==> config.mk <==
export PLATFORM = sky130hd
export DESIGN_NAME = wb_arbiter
export DESIGN_NICKNAME = d
export VERILOG_FILES = /design/src/rtl/wb_pkg.sv /design/src/rtl/wb_scoreboard.sv /design/src/rtl/wb_arbiter.sv
export SDC_FILE = /design/constraint.sdc
export NUM_CORES = 1
export LEC_CHECK = 0
export CAP_MARGIN = 20
export CORE_UTILIZATION = 35
export DETAILED_ROUTE_END_ITERATION = 16
export PLACE_DENSITY = 0.65
export SLEW_MARGIN = 20
export SYNTH_ARGS = -nofsm -noshare
export SYNTH_HDL_FRONTEND = slang
export SYNTH_SLANG_ARGS = --single-unit
==> constraint.sdc <==
create_clock -name clk -period 3.1 [get_ports clk]
set_clock_uncertainty 0.05 [all_clocks]
set_input_delay 0.775 -clock clk [delete_from_list [all_inputs] [get_ports clk]]
set_output_delay 0.775 -clock clk [all_outputs]
set_load 0.05 [all_outputs]
==> src/rtl/wb_pkg.sv <==
// Shared write-back definitions: data/register widths and the write-back request record.
package wb_pkg;
   localparam int XLEN   = 32;
   localparam int NREGS  = 32;
   localparam int REG_AW = 5;

   typedef struct packed {
      logic              valid;
      logic [REG_AW-1:0] addr;
      logic [XLEN-1:0]   data;
   } wb_req_t;
endpackage

==> src/rtl/wb_scoreboard.sv <==
// Pending-write scoreboard: one busy bit per register, set on issue, cleared after the write edge.
module wb_scoreboard
   import wb_pkg::REG_AW;
#(
   parameter int NREGS = 32
) (
   input  logic              clk,
   input  logic              reset,
   input  logic              set_en,
   input  logic [REG_AW-1:0] set_addr,
   input  logic              clr_en,
   input  logic [REG_AW-1:0] clr_addr,
   input  logic [REG_AW-1:0] chk_ra1,
   input  logic [REG_AW-1:0] chk_ra2,
   output logic              busy
);
   logic [NREGS-1:0] busy_q;
   logic [NREGS-1:0] busy_next;

   always_comb begin
      // NOTE: starting from the held value gives busy_next a value on every path, so no latch is inferred.
      busy_next = busy_q;
      if (clr_en) busy_next[clr_addr] = 1'b0;
      // Applied after the clear so a coincident issue keeps the register pending.
      if (set_en) busy_next[set_addr] = 1'b1;
      busy_next[0] = 1'b0;
   end

   always_ff @(posedge clk) begin
      // NOTE: the busy bits are individual flops rather than a RAM, so they are cleared by reset.
      if (reset) busy_q <= '0;
      else       busy_q <= busy_next;
   end

   // Register 0 is never pending, so it can never stall issue.
   assign busy = (chk_ra1 != '0 && busy_q[chk_ra1]) ||
                 (chk_ra2 != '0 && busy_q[chk_ra2]);
endmodule

==> src/rtl/wb_arbiter.sv <==
// Two-requester write-back arbiter with registered register-file write port and pending scoreboard.
// Build option WB_ARB_RR_EN selects round-robin; default is fixed priority favouring the load unit.
module wb_arbiter
   import wb_pkg::REG_AW, wb_pkg::wb_req_t;
#(
   parameter int XLEN  = 32,
   parameter int NREGS = 32
) (
   input  logic              clk,
   input  logic              reset,
   input  logic              req0_valid,
   input  logic [REG_AW-1:0] req0_addr,
   input  logic [XLEN-1:0]   req0_data,
   output logic              req0_ready,
   input  logic              req1_valid,
   input  logic [REG_AW-1:0] req1_addr,
   input  logic [XLEN-1:0]   req1_data,
   output logic              req1_ready,
   input  logic              iss_valid,
   input  logic [REG_AW-1:0] iss_rd,
   input  logic [REG_AW-1:0] chk_ra1,
   input  logic [REG_AW-1:0] chk_ra2,
   output logic              chk_busy,
   output logic              rf_we,
   output logic [REG_AW-1:0] rf_wa,
   output logic [XLEN-1:0]   rf_wd
);
   wb_req_t req0, req1, win;
   logic    grant0, grant1, wr;

   assign req0 = '{valid: req0_valid, addr: req0_addr, data: req0_data};
   assign req1 = '{valid: req1_valid, addr: req1_addr, data: req1_data};

`ifdef WB_ARB_RR_EN
   logic prio1;  // requester 1 wins the next contested cycle

   assign grant0 = !reset && req0.valid && (!req1.valid || !prio1);
   assign grant1 = !reset && req1.valid && (!req0.valid || prio1);

   always_ff @(posedge clk) begin
      if (reset)       prio1 <= 1'b0;
      else if (grant0) prio1 <= 1'b1;
      else if (grant1) prio1 <= 1'b0;
   end
`else
   assign grant1 = !reset && req1.valid;
   assign grant0 = !reset && req0.valid && !req1.valid;
`endif

   assign req0_ready = grant0;
   assign req1_ready = grant1;
   assign win        = grant1 ? req1 : req0;
   // Writes to x0 complete the handshake but never reach the register file.
   assign wr         = (grant0 || grant1) && win.addr != '0;

   always_ff @(posedge clk) begin
      // NOTE: non-blocking assignments so every flop samples pre-edge values regardless of statement order.
      if (reset) begin
         rf_we <= 1'b0;
         rf_wa <= '0;
         rf_wd <= '0;
      end else begin
         rf_we <= wr;
         if (wr) begin
            rf_wa <= win.addr;
            rf_wd <= win.data;
         end
      end
   end

   wb_scoreboard #(.NREGS(NREGS)) u_scoreboard (
      .clk      (clk),
      .reset    (reset),
      .set_en   (iss_valid),
      .set_addr (iss_rd),
      .clr_en   (rf_we),
      .clr_addr (rf_wa),
      .chk_ra1  (chk_ra1),
      .chk_ra2  (chk_ra2),
      .busy     (chk_busy)
   );
endmodule

==> results of run 1 <==
==> worst paths after layout <==
kind,start,to,slack [ns],depth (start not counted)
worst max-delay path,chk_ra2[0],chk_busy,-0.006,7
worst min-delay path,u_scoreboard.busy_q[6]$_SDFF_PP0_,u_scoreboard.busy_q[6]$_SDFF_PP0_,0.45,2
worst max register to register,rf_we$_SDFF_PP0_,u_scoreboard.busy_q[12]$_SDFF_PP0_,1.63,3
worst min register to register,u_scoreboard.busy_q[6]$_SDFF_PP0_,u_scoreboard.busy_q[6]$_SDFF_PP0_,0.45,2
==> metrics by stage <==
step           hold WS, ns  setup WS [ns]  std cells  cell area (sq um)
2_1_floorplan        0.407         0.0515        391               3740
3_3_place_gp         0.426         -0.474        647               5180
3_5_place_dp         0.442         -0.517        647               5180
4_1_cts              0.450        -0.0108        663               5430
5_1_grt              0.477        -0.0368        663               5440
6_report             0.453       -0.00640        663               5440
==> sequential cells by signal, summed over array words and instances, names as in the netlist <==
register / flops
rf_wd: 32
u_scoreboard.busy_q: 31
rf_wa: 5
rf_we: 1
==> power breakdown <==
part / leakage, nW / internal [mW] / total [mW] / switching (mW)
clock: 0.116 / 0.495 / 0.836 / 0.341
sequential: 0.565 / 0.934 / 0.971 / 0.0361
combinational: 1.33 / 0.289 / 0.663 / 0.375
==> layout make-up <==
type	instances	area [sq um]
tap	136	170
clock buffer	12	155
inverter	5	18.8
clock inverter	4	70.1
fill	951	4880
sequential	69	1380
multi-input combinational	289	2210
timing repair buffer	148	1440
==> cells in the final DEF (no fill, tap or decap), drive strengths merged <==
cell / Yosys / layout
clkdlybuf4s50: 0 / 122
dfxtp: 69 / 69
mux2i: 47 / 47
nor2: 43 / 43
nand2: 38 / 38
a211oi: 37 / 37
a21oi: 33 / 33
o21ai: 33 / 33
buf: 14 / 23
clkbuf: 14 / 13
mux4: 9 / 9
nor3b: 6 / 6
inv: 5 / 5
nand3b: 5 / 5
a22oi: 4 / 4
o2111ai: 4 / 4
nand3: 4 / 4
nor2b: 4 / 4
and3b: 3 / 3
or3b: 3 / 3
a311oi: 2 / 2
or4: 2 / 2
and3: 2 / 2
bufinv: 0 / 2
clkinv: 0 / 2
dlygate4sd2: 0 / 2
nor3: 2 / 2
or3: 2 / 2
o41ai: 1 / 1
mux2: 1 / 1
a21o: 1 / 1
o32ai: 1 / 1
o211ai: 1 / 1
nand4: 1 / 1
==> metal layers <==
| layer | vias to the layer above | global-route usage (%) |
|---|---|---|
| met5 | - | 0 |
| met4 | 0 | 8.25 |
| met3 | 19 | 8.29 |
| met2 | 166 | 35.5 |
| met1 | 1668 | 23.1 |
| li1 | 1700 | - |
==> tightest hold or removal path, stage by stage, from the launching register on <==
cell and delay (ns):
dfxtp_1 0.33, o21ai_0 0.07, a21oi_1 0.06
==> logic make-up (layout without fill, tap and decap cells) <==
logic type,count (synthesis),after routing
AOI/OAI and AO/OA,117,117
and+or+nand+nor,115,115
DFF,69,69
muxes,57,57
buffers and inverters,33,169
==> timing repair <==
action,4_1_cts,5_1_grt
resized for setup,33,4
setup endpoints to repair,1,1
pin swaps,5,4
==> run_results.csv, run 1 <==
group,metric,value,unit
synthesis,synth_mux_area_share,18.7,%
floorplan,io_pins,135,
setup_path,crit_path_max_fanout,4,
cts,htreeDepth,3,
setup_path,cpMaxStageDelayCell,"mux4_2",
global_routing,antenna_found_initial,0,
synthesis,synthAdderAreaFrac,0,%
synthesis,synth_nets,485,
synthesis,async_flop_share,0,%
layout,area_growth_syn_to_layout,45.7,%
hold_path,hold_class,"reg -> reg",
place,hpwl,8400,um
global_routing,grt_overflow,0,
drt,wl_met2,5400,um
cts,cts_tree,"done",
synthesis,yosys_warnings,0,
layout,drive_gt1_share,18.6,%
synthesis,synth_cell_types,39,
cts,cts.sinks,69,
timing,setup_viol,1,
setup_path,crit_buf_inv,3,
timing,max_freq,0.322,GHz
synthesis,synth_top_family_by_area,"compound AO/OA/AOI/OAI gates",
drt,dr.pass1.iters,4,
setup_path,endpoint_kind,"output port",
power,powerDensity,454,nW/um^2
drt,vias_per_cell,5.36,
setup_path,slowest_delay,0.51,ns
synthesis,synth_xor_area_share,0,%
global_routing,grt_pass1_wl,18300,um
timing,slew_headroom,56.6,%
cts,cts_made_buffers,9,
synthesis,synth_most_common_cell,"dfxtp_1",
timing,min_period_over_period,100,%
synthesis,synth-simple-area-share,14.8,%
floorplan,fp.dieH,105,um
drt,drtAntennaViolNets,0,
timing,slew_viol_final,0,
floorplan,start_util,36.2,%
drt,drc,0,
drt,wl_per_cell,16.9,um
setup_path,required,2.27,ns
drt,vias,3553,
cts,ctsRootBufferMaster,"clkbuf_8",
synthesis,ys_ff_latch,69,
status,violations,"negative setup slack",
cts,clk_latency,0.34,ns
synthesis,yosysTopAreaCell,"dfxtp_1",
layout,nets,616,
synthesis,yosysTopAreaCellShare,37.0,%
synthesis,synth-compound-area-share,24.5,%
synthesis,netlist_top_cells_area,"dfxtp_1 (37%), mux2i_1 (13%), a211oi_2 (12%), a21oi_1 (4.4%), nor2_1 (4.3%)",
synthesis,synthCells,391,
cts,clk_pin_slew_worst_paths,0.07,ns
synthesis,ys_top_cells_by_count,"dfxtp_1 (69), mux2i_1 (47), nor2_1 (43)",
drt,drt-met1-wl,4410,um
timing,worstMarginPinSlew,0.649,ns
place,routabilityCongestion,0.938,
timing,rsz0062_at_grt,"true",
drt,met3WireLength,1230,um
layout,post-route-util,52.7,%
setup_path,cp.arrival,2.28,ns
power,peakVddDrop,0.248,mV
power,p_total,2.47,mW
timing,finalHoldViolations,0,
timing,fin_tns_setup,-0.00640,ns
power,p_leak,2.01,nW
synthesis,synth_edf_count,0,
global_routing,grt.total_usage,20.8,%
floorplan,die_w,105,um
status,status,"finished, violations left",
floorplan,coreArea,10300,sq um
synthesis,avgSynthCellArea,9.56,sq um
setup_path,path_class,"in -> out",
drt,drt_iter0_markers,138,
setup_path,cpMostUsedCell,"buf_6",
floorplan,dieArea,11100,sq um
drt,wl,11200,um
place,numPortBuffers,134,
run,drv_cap,0,
cts,max-clock-path-buffers,2,
synthesis,netlist_area,3740,sq um
cts,cts_setup_buffers,0,
setup_path,cp-start-kind,"primary input",
setup_path,crit_family,"multiplexers",
synthesis,synth_top_flop_cell,"dfxtp_1",
drt,top_layer,"met4",
timing,fin_crit,3.11,ns
global_routing,first_global_vias,3651,
synthesis,ys_seq_area_share,37.0,%
setup_path,worstPathCellList,"buf_6 > buf_6 > mux4_2 > o2111ai_2 > nand4_1 > or3_4 > buf_8",
layout,diodes,0,
timing,worst_slack,-0.00640,ns
cts,hold_buffers,0,
floorplan,rows,37,
global_routing,grt_max_degree,46,
(Power assumes the default switching activity.)
==> run 2, diff against run 1 <==
- PLACE_DENSITY: 0.65 -> not set
- SYNTH_HIERARCHICAL: not set -> 1
- clock period: 3.1 -> 3.01 ns (I/O delays scaled with it)
==> run 2 against run 1 <==
  * The run still ends with negative setup slack left
  * Register-to-register slack worse by 0.21 ns
  * Via count is 0.31% lower
  * Clock power is 11% lower
  * Worst hold slack worse by 0.0088 ns
==> run_results.csv, run 2 <==
group,metric,value,unit
status,status,"finished, violations left",
status,violations,"negative setup slack",
drt,vias_per_cell,5.13,
synthesis,yosys_warnings,6,
global_routing,grt.total_usage,20.0,%
run,drv_cap,0,
place,routabilityCongestion,0.858,
floorplan,io_pins,135,
layout,post-route-util,51.8,%
timing,fin_crit,3.10,ns
layout,drive_gt1_share,17.1,%
floorplan,coreArea,10900,sq um
layout,multi_input_area,2400,sq um
timing,setup_viol,1,
setup_path,endpoint_kind,"output port",
drt,wl_per_cell,16.0,um
layout,fin_area,5640,sq um
layout,final_cell_count_no_fill,691,
timing,slew_headroom,33.6,%
cts,clk_pin_slew_worst_paths,0.07,ns
floorplan,die_w,108,um
global_routing,grt_pass1_wl,17900,um
cts,max-clock-path-buffers,2,
synthesis,netlist_area,3920,sq um
synthesis,synthCells,412,
layout,nets,640,
place,numPortBuffers,134,
place,dp.cells,674,
drt,drt_iter0_markers,187,
synthesis,yosysTopAreaCellShare,35.2,%
layout,register_area,1380,sq um
timing,worst_slack,-0.0901,ns
timing,finalHoldViolations,0,
layout,regMostFlops,"rf_wd",
power,p_leak,2.21,nW
timing,holdWs,0.444,ns
place,placed_area,5430,sq um
synthesis,netlist_top_cells_area,"dfxtp_1 (35%), mux2i_1 (12%), mux2_4 (7.7%), nor2b_1 (6.2%), mux4_2 (5.7%)",
place,hpwl,8220,um
cts,cts_tree,"done",
floorplan,fp.dieH,108,um
synthesis,synth_top_flop_cell,"dfxtp_1",
hold_path,hold_class,"reg -> reg",
synthesis,synth_mux_area_share,32.4,%
layout,largestRegisters,"rf_wd (32), u_scoreboard/busy_q (31), rf_wa (5)",
power,p_total,2.36,mW
layout,area_growth_syn_to_layout,43.9,%
cts,cts_made_buffers,9,
synthesis,synth_edf_count,0,
hold_path,hold_depth,2,
cts,cts.sinks,69,
timing,fin_tns_setup,-0.0901,ns
timing,min_period_over_period,103,%
setup_path,required,2.21,ns
drt,dr.pass1.iters,4,
cts,htreeDepth,3,
drt,wl,11000,um
layout,final_cell_mix,"clkdlybuf4s50_1 (122), dfxtp_1 (69), mux2i_1 (46)",
place,dp_slack,-0.710,ns
floorplan,dieArea,11600,sq um
drt,drtAntennaViolNets,0,
global_routing,grt_overflow,0,
setup_path,cp-start-kind,"primary input",
synthesis,synthAdderAreaFrac,0,%
layout,num-fill-cells,1005,
layout,layout_commonest_cell,"clkdlybuf4s50_1",
synthesis,ys_ff_latch,69,
synthesis,synth-simple-area-share,19.3,%
global_routing,antenna_found_initial,1,
timing,worstMarginPinSlew,0.996,ns
synthesis,synth_most_common_cell,"dfxtp_1",
setup_path,crit_path_max_fanout,5,
power,powerDensity,418,nW/um^2
global_routing,first_global_vias,3636,
setup_path,path_class,"in -> out",
global_routing,grt_max_degree,106,
synthesis,ys_top_cells_by_count,"dfxtp_1 (69), mux2i_1 (46), nand2_1 (42)",
synthesis,async_flop_share,0,%
synthesis,synth-compound-area-share,9.42,%
timing,rsz0062_at_grt,"true",
synthesis,synth_xor_area_share,0,%
synthesis,synth_cell_types,34,
drt,vias,3542,
timing,slew_viol_final,0,
synthesis,synth_nets,506,
layout,largest_reg_flops,32,
drt,drc,0,
timing,max_freq,0.323,GHz
synthesis,ys_seq_area_share,35.2,%
synthesis,synth_top_family_by_area,"multiplexers",
layout,diodes,0,
cts,ctsRootBufferMaster,"clkbuf_8",
setup_path,cp.arrival,2.30,ns
power,peakVddDrop,0.210,mV
synthesis,avgSynthCellArea,9.51,sq um
synthesis,yosysTopAreaCell,"dfxtp_1",
setup_path,ff2ff_path_depth,3,
cts,clk_latency,0.35,ns
floorplan,rows,38,
floorplan,start_util,36.0,%
[run 2: kinds of logic (layout without fill, tap and decap cells)]
group	after synthesis	in the layout
AND/OR/NAND/NOR	150	150
flip-flops	69	69
buffers and inverters	26	165
AO/OA/AOI/OAI	71	71
multiplexers	96	96
[run 2: area by class of cell]
type,instances,share of cell area (%)
Multi-Input combinational cell,317,42.6
Timing Repair Buffer,148,26.4
Sequential cell,69,24.5
Tap cell,140,3.11
Clock buffer,11,2.51
Clock inverter,5,0.888
Inverter,1,0.0666
[run 2: worst max-delay path: stages]
cell             delay (ns)
clkdlybuf4s50_1        0.48
nor2b_1                0.17
a22oi_1                0.18
o32ai_1                0.12
or4_4                  0.43
buf_8                  0.17
[run 2: final timing paths]
kind	from	to	slack, ns
setup reg to reg	rf_wa[4]$_SDFFE_PP0P_	u_scoreboard/busy_q[16]$_SDFF_PP0_	1.42
hold / removal	u_scoreboard/busy_q[22]$_SDFF_PP0_	u_scoreboard/busy_q[22]$_SDFF_PP0_	0.44
setup / recovery	chk_ra2[4]	chk_busy	-0.09
hold reg to reg	u_scoreboard/busy_q[22]$_SDFF_PP0_	u_scoreboard/busy_q[22]$_SDFF_PP0_	0.44
[run 2: what timing repair did]
item,CTS,global route
setup buffers,1,1
pin swaps,2,3
hold buffers,0,0
gates resized for setup,28,13
setup endpoints to repair,1,1
[run 2: per-layer routing]
layer | GRT usage (%) | vias up | part of all wire [%]
met4 | 7.24 | 2 | 1.2
li1 | - | 1723 | -
met3 | 7.63 | 13 | 10
met5 | 0 | - | 0.081
met2 | 32.5 | 147 | 47
met1 | 24.0 | 1657 | 42
[run 2: report_power, final]
group / switching, mW / internal [mW]
Combinational: 0.315 / 0.306
Clock: 0.345 / 0.400
Sequential: 0.0330 / 0.956
Total: 0.693 / 1.66
==> run 3, diff against run 2 <==
- CORE_UTILIZATION: 35 -> 46
- PLACE_DENSITY: not set -> 0.81
==> run 3 against run 2 <==
  * Die area down 23%
  * Critical path type unchanged
  * First-iteration DRC count rose by 53%
  * Final area shrank 0.73%
  * Via count up 1.9%
  * Setup slack improved by 0.0054 ns
  * Combinational power up 0.8%
  * Worst hold slack better by 0.0076 ns
  * Register-to-register slack gained 0.03 ns
  * The run still ends with negative setup slack left
  * Routed wire length down 2.8%
  * Sequential power shrank 0.5%
  * Final cell count down 4.6%
  * Non-clock buffer count up 3
==> run_results.csv, run 3 (synthesis results as in run 2) <==
group,metric,value,unit
drt,vias,3611,
setup_path,cp-start-kind,"primary input",
setup_path,crit_path_max_fanout,4,
cts,clk_pin_slew_worst_paths,0.06,ns
floorplan,coreArea,8220,sq um
cts,htreeDepth,3,
drt,vias_per_cell,5.48,
global_routing,antenna_found_initial,0,
global_routing,grt.total_usage,25.3,%
cts,max-clock-path-buffers,2,
power,p_total,2.41,mW
setup_path,required,2.21,ns
floorplan,rows,33,
drt,drt_iter0_markers,286,
layout,diodes,0,
drt,drtAntennaViolNets,0,
layout,post-route-util,68.1,%
hold_path,hold_class,"reg -> reg",
timing,slew_viol_final,0,
timing,finalHoldViolations,0,
floorplan,die_w,94.3,um
global_routing,grt_use_met2,41.7,%
setup_path,path_class,"in -> out",
layout,nets,643,
layout,regMostFlops,"rf_wd",
timing,slew_headroom,33.8,%
timing,rsz0062_at_grt,"true",
floorplan,dieArea,8890,sq um
timing,fin_tns_setup,-0.0846,ns
setup_path,cp.arrival,2.29,ns
layout,layout_commonest_cell,"clkdlybuf4s50_1",
layout,multi_input_area,2400,sq um
cts,hold_buffers,0,
drt,wl_per_cell,16.3,um
drt,wl,10700,um
floorplan,fp.dieH,94.3,um
cts,cts.sinks,69,
layout,largestRegisters,"rf_wd (32), u_scoreboard/busy_q (31), rf_wa (5)",
global_routing,grt_overflow,0,
timing,min_period_over_period,103,%
cts,clk_latency,0.34,ns
cts,cts_tree,"done",
setup_path,rr_startpoint,"rf_wa[4]$_SDFFE_PP0P_",
global_routing,first_global_vias,3501,
global_routing,grt_max_degree,104,
timing,max_freq,0.323,GHz
power,powerDensity,431,nW/um^2
floorplan,start_util,47.7,%
layout,area_growth_syn_to_layout,42.8,%
run,drv_cap,0,
layout,num-fill-cells,645,
drt,drc,0,
layout,drive_gt1_share,17.3,%
global_routing,grt_pass1_wl,17400,um
cts,ctsRootBufferMaster,"clkbuf_8",
place,numPortBuffers,134,
cts,cts_made_buffers,9,
timing,fin_crit,3.09,ns
setup_path,startpoint,"chk_ra1[2]",
timing,setup_viol,1,
drt,dr.pass1.iters,5,
power,p_leak,2.21,nW
floorplan,io_pins,135,
setup_path,rr_endpoint,"u_scoreboard/busy_q[17]$_SDFF_PP0_",
layout,final_cell_mix,"clkdlybuf4s50_1 (122), dfxtp_1 (69), mux2i_1 (46)",
layout,register_area,1380,sq um
global_routing,grt_util_met1,32.8,%
setup_path,endpoint_kind,"output port",
global_routing,grt_use_met3,5.02,%
timing,worstMarginPinSlew,0.993,ns
setup_path,worstSetupEndpoint,"chk_busy",
power,peakVddDrop,0.220,mV
place,hpwl,7910,um
status,status,"finished, violations left",
place,dp_slack,-0.678,ns
status,violations,"negative setup slack",
setup_path,ff2ff_path_depth,4,
place,routabilityCongestion,0.906,
layout,largest_reg_flops,32,
timing,holdWs,0.451,ns
setup_path,rrSetupSlack,1.45,ns
global_routing,grt_busiest_layer,"met2",
timing,worst_slack,-0.0846,ns
[run 3: layout make-up]
type	instances	share of cell area, %
clock buffers	12	2.41
multi-input cells	317	42.8
repair buffers	151	26.4
well taps	105	2.35
flip-flops and latches	69	24.7
clock inverters	4	1.30
inverters	1	0.0671
[run 3: power by group]
part           internal, mW  total (mW)  switching [mW]  leakage [nW]
registers             0.956       0.984          0.0276         0.563
clock network         0.467       0.804           0.337         0.101
logic                 0.305       0.626           0.321          1.55
[run 3: what timing repair did]
action / in CTS / in global routing
pin swaps: 2 / 3
setup buffers: 0 / 0
setup endpoints to repair: 1 / 1
resized for setup: 27 / 12
hold endpoints to repair: 0 / 0
[run 3: per-layer routing]
metal  up-vias  share of wire [%]
met1      1686                 43
met3        16                7.7
met2       174                 48
li1       1735                  -
met5         -                  0
met4         0                1.3
[run 3: metrics by stage]
stage / area, sq um / instances
6_report: 5600 / 659
5_1_grt: 5600 / 659
4_1_cts: 5590 / 660
3_5_place_dp: 5390 / 644
3_3_place_gp: 5390 / 644
2_1_floorplan: 3940 / 412
[run 3: how the worst min path moves through the flow]
stage | startpoint | to | slack (ns) | cells past startpoint
floorplan | u_scoreboard/busy_q[9]$_SDFF_PP0_ | u_scoreboard/busy_q[9]$_SDFF_PP0_ | 0.41 | 2
global placement | u_scoreboard/busy_q[28]$_SDFF_PP0_ | u_scoreboard/busy_q[28]$_SDFF_PP0_ | 0.43 | 2
detailed placement | u_scoreboard/busy_q[29]$_SDFF_PP0_ | u_scoreboard/busy_q[29]$_SDFF_PP0_ | 0.44 | 2
CTS | u_scoreboard/busy_q[29]$_SDFF_PP0_ | u_scoreboard/busy_q[29]$_SDFF_PP0_ | 0.45 | 2
global route | u_scoreboard/busy_q[29]$_SDFF_PP0_ | u_scoreboard/busy_q[29]$_SDFF_PP0_ | 0.47 | 2
finish | u_scoreboard/busy_q[2]$_SDFF_PP0_ | u_scoreboard/busy_q[2]$_SDFF_PP0_ | 0.45 | 2
[run 3: worst max-delay path: stages]
cell     delay (ns)
buf_4          0.12
mux4_2         0.50
mux2i_1        0.14
o22ai_1        0.09
or4_4          0.52
buf_8          0.16
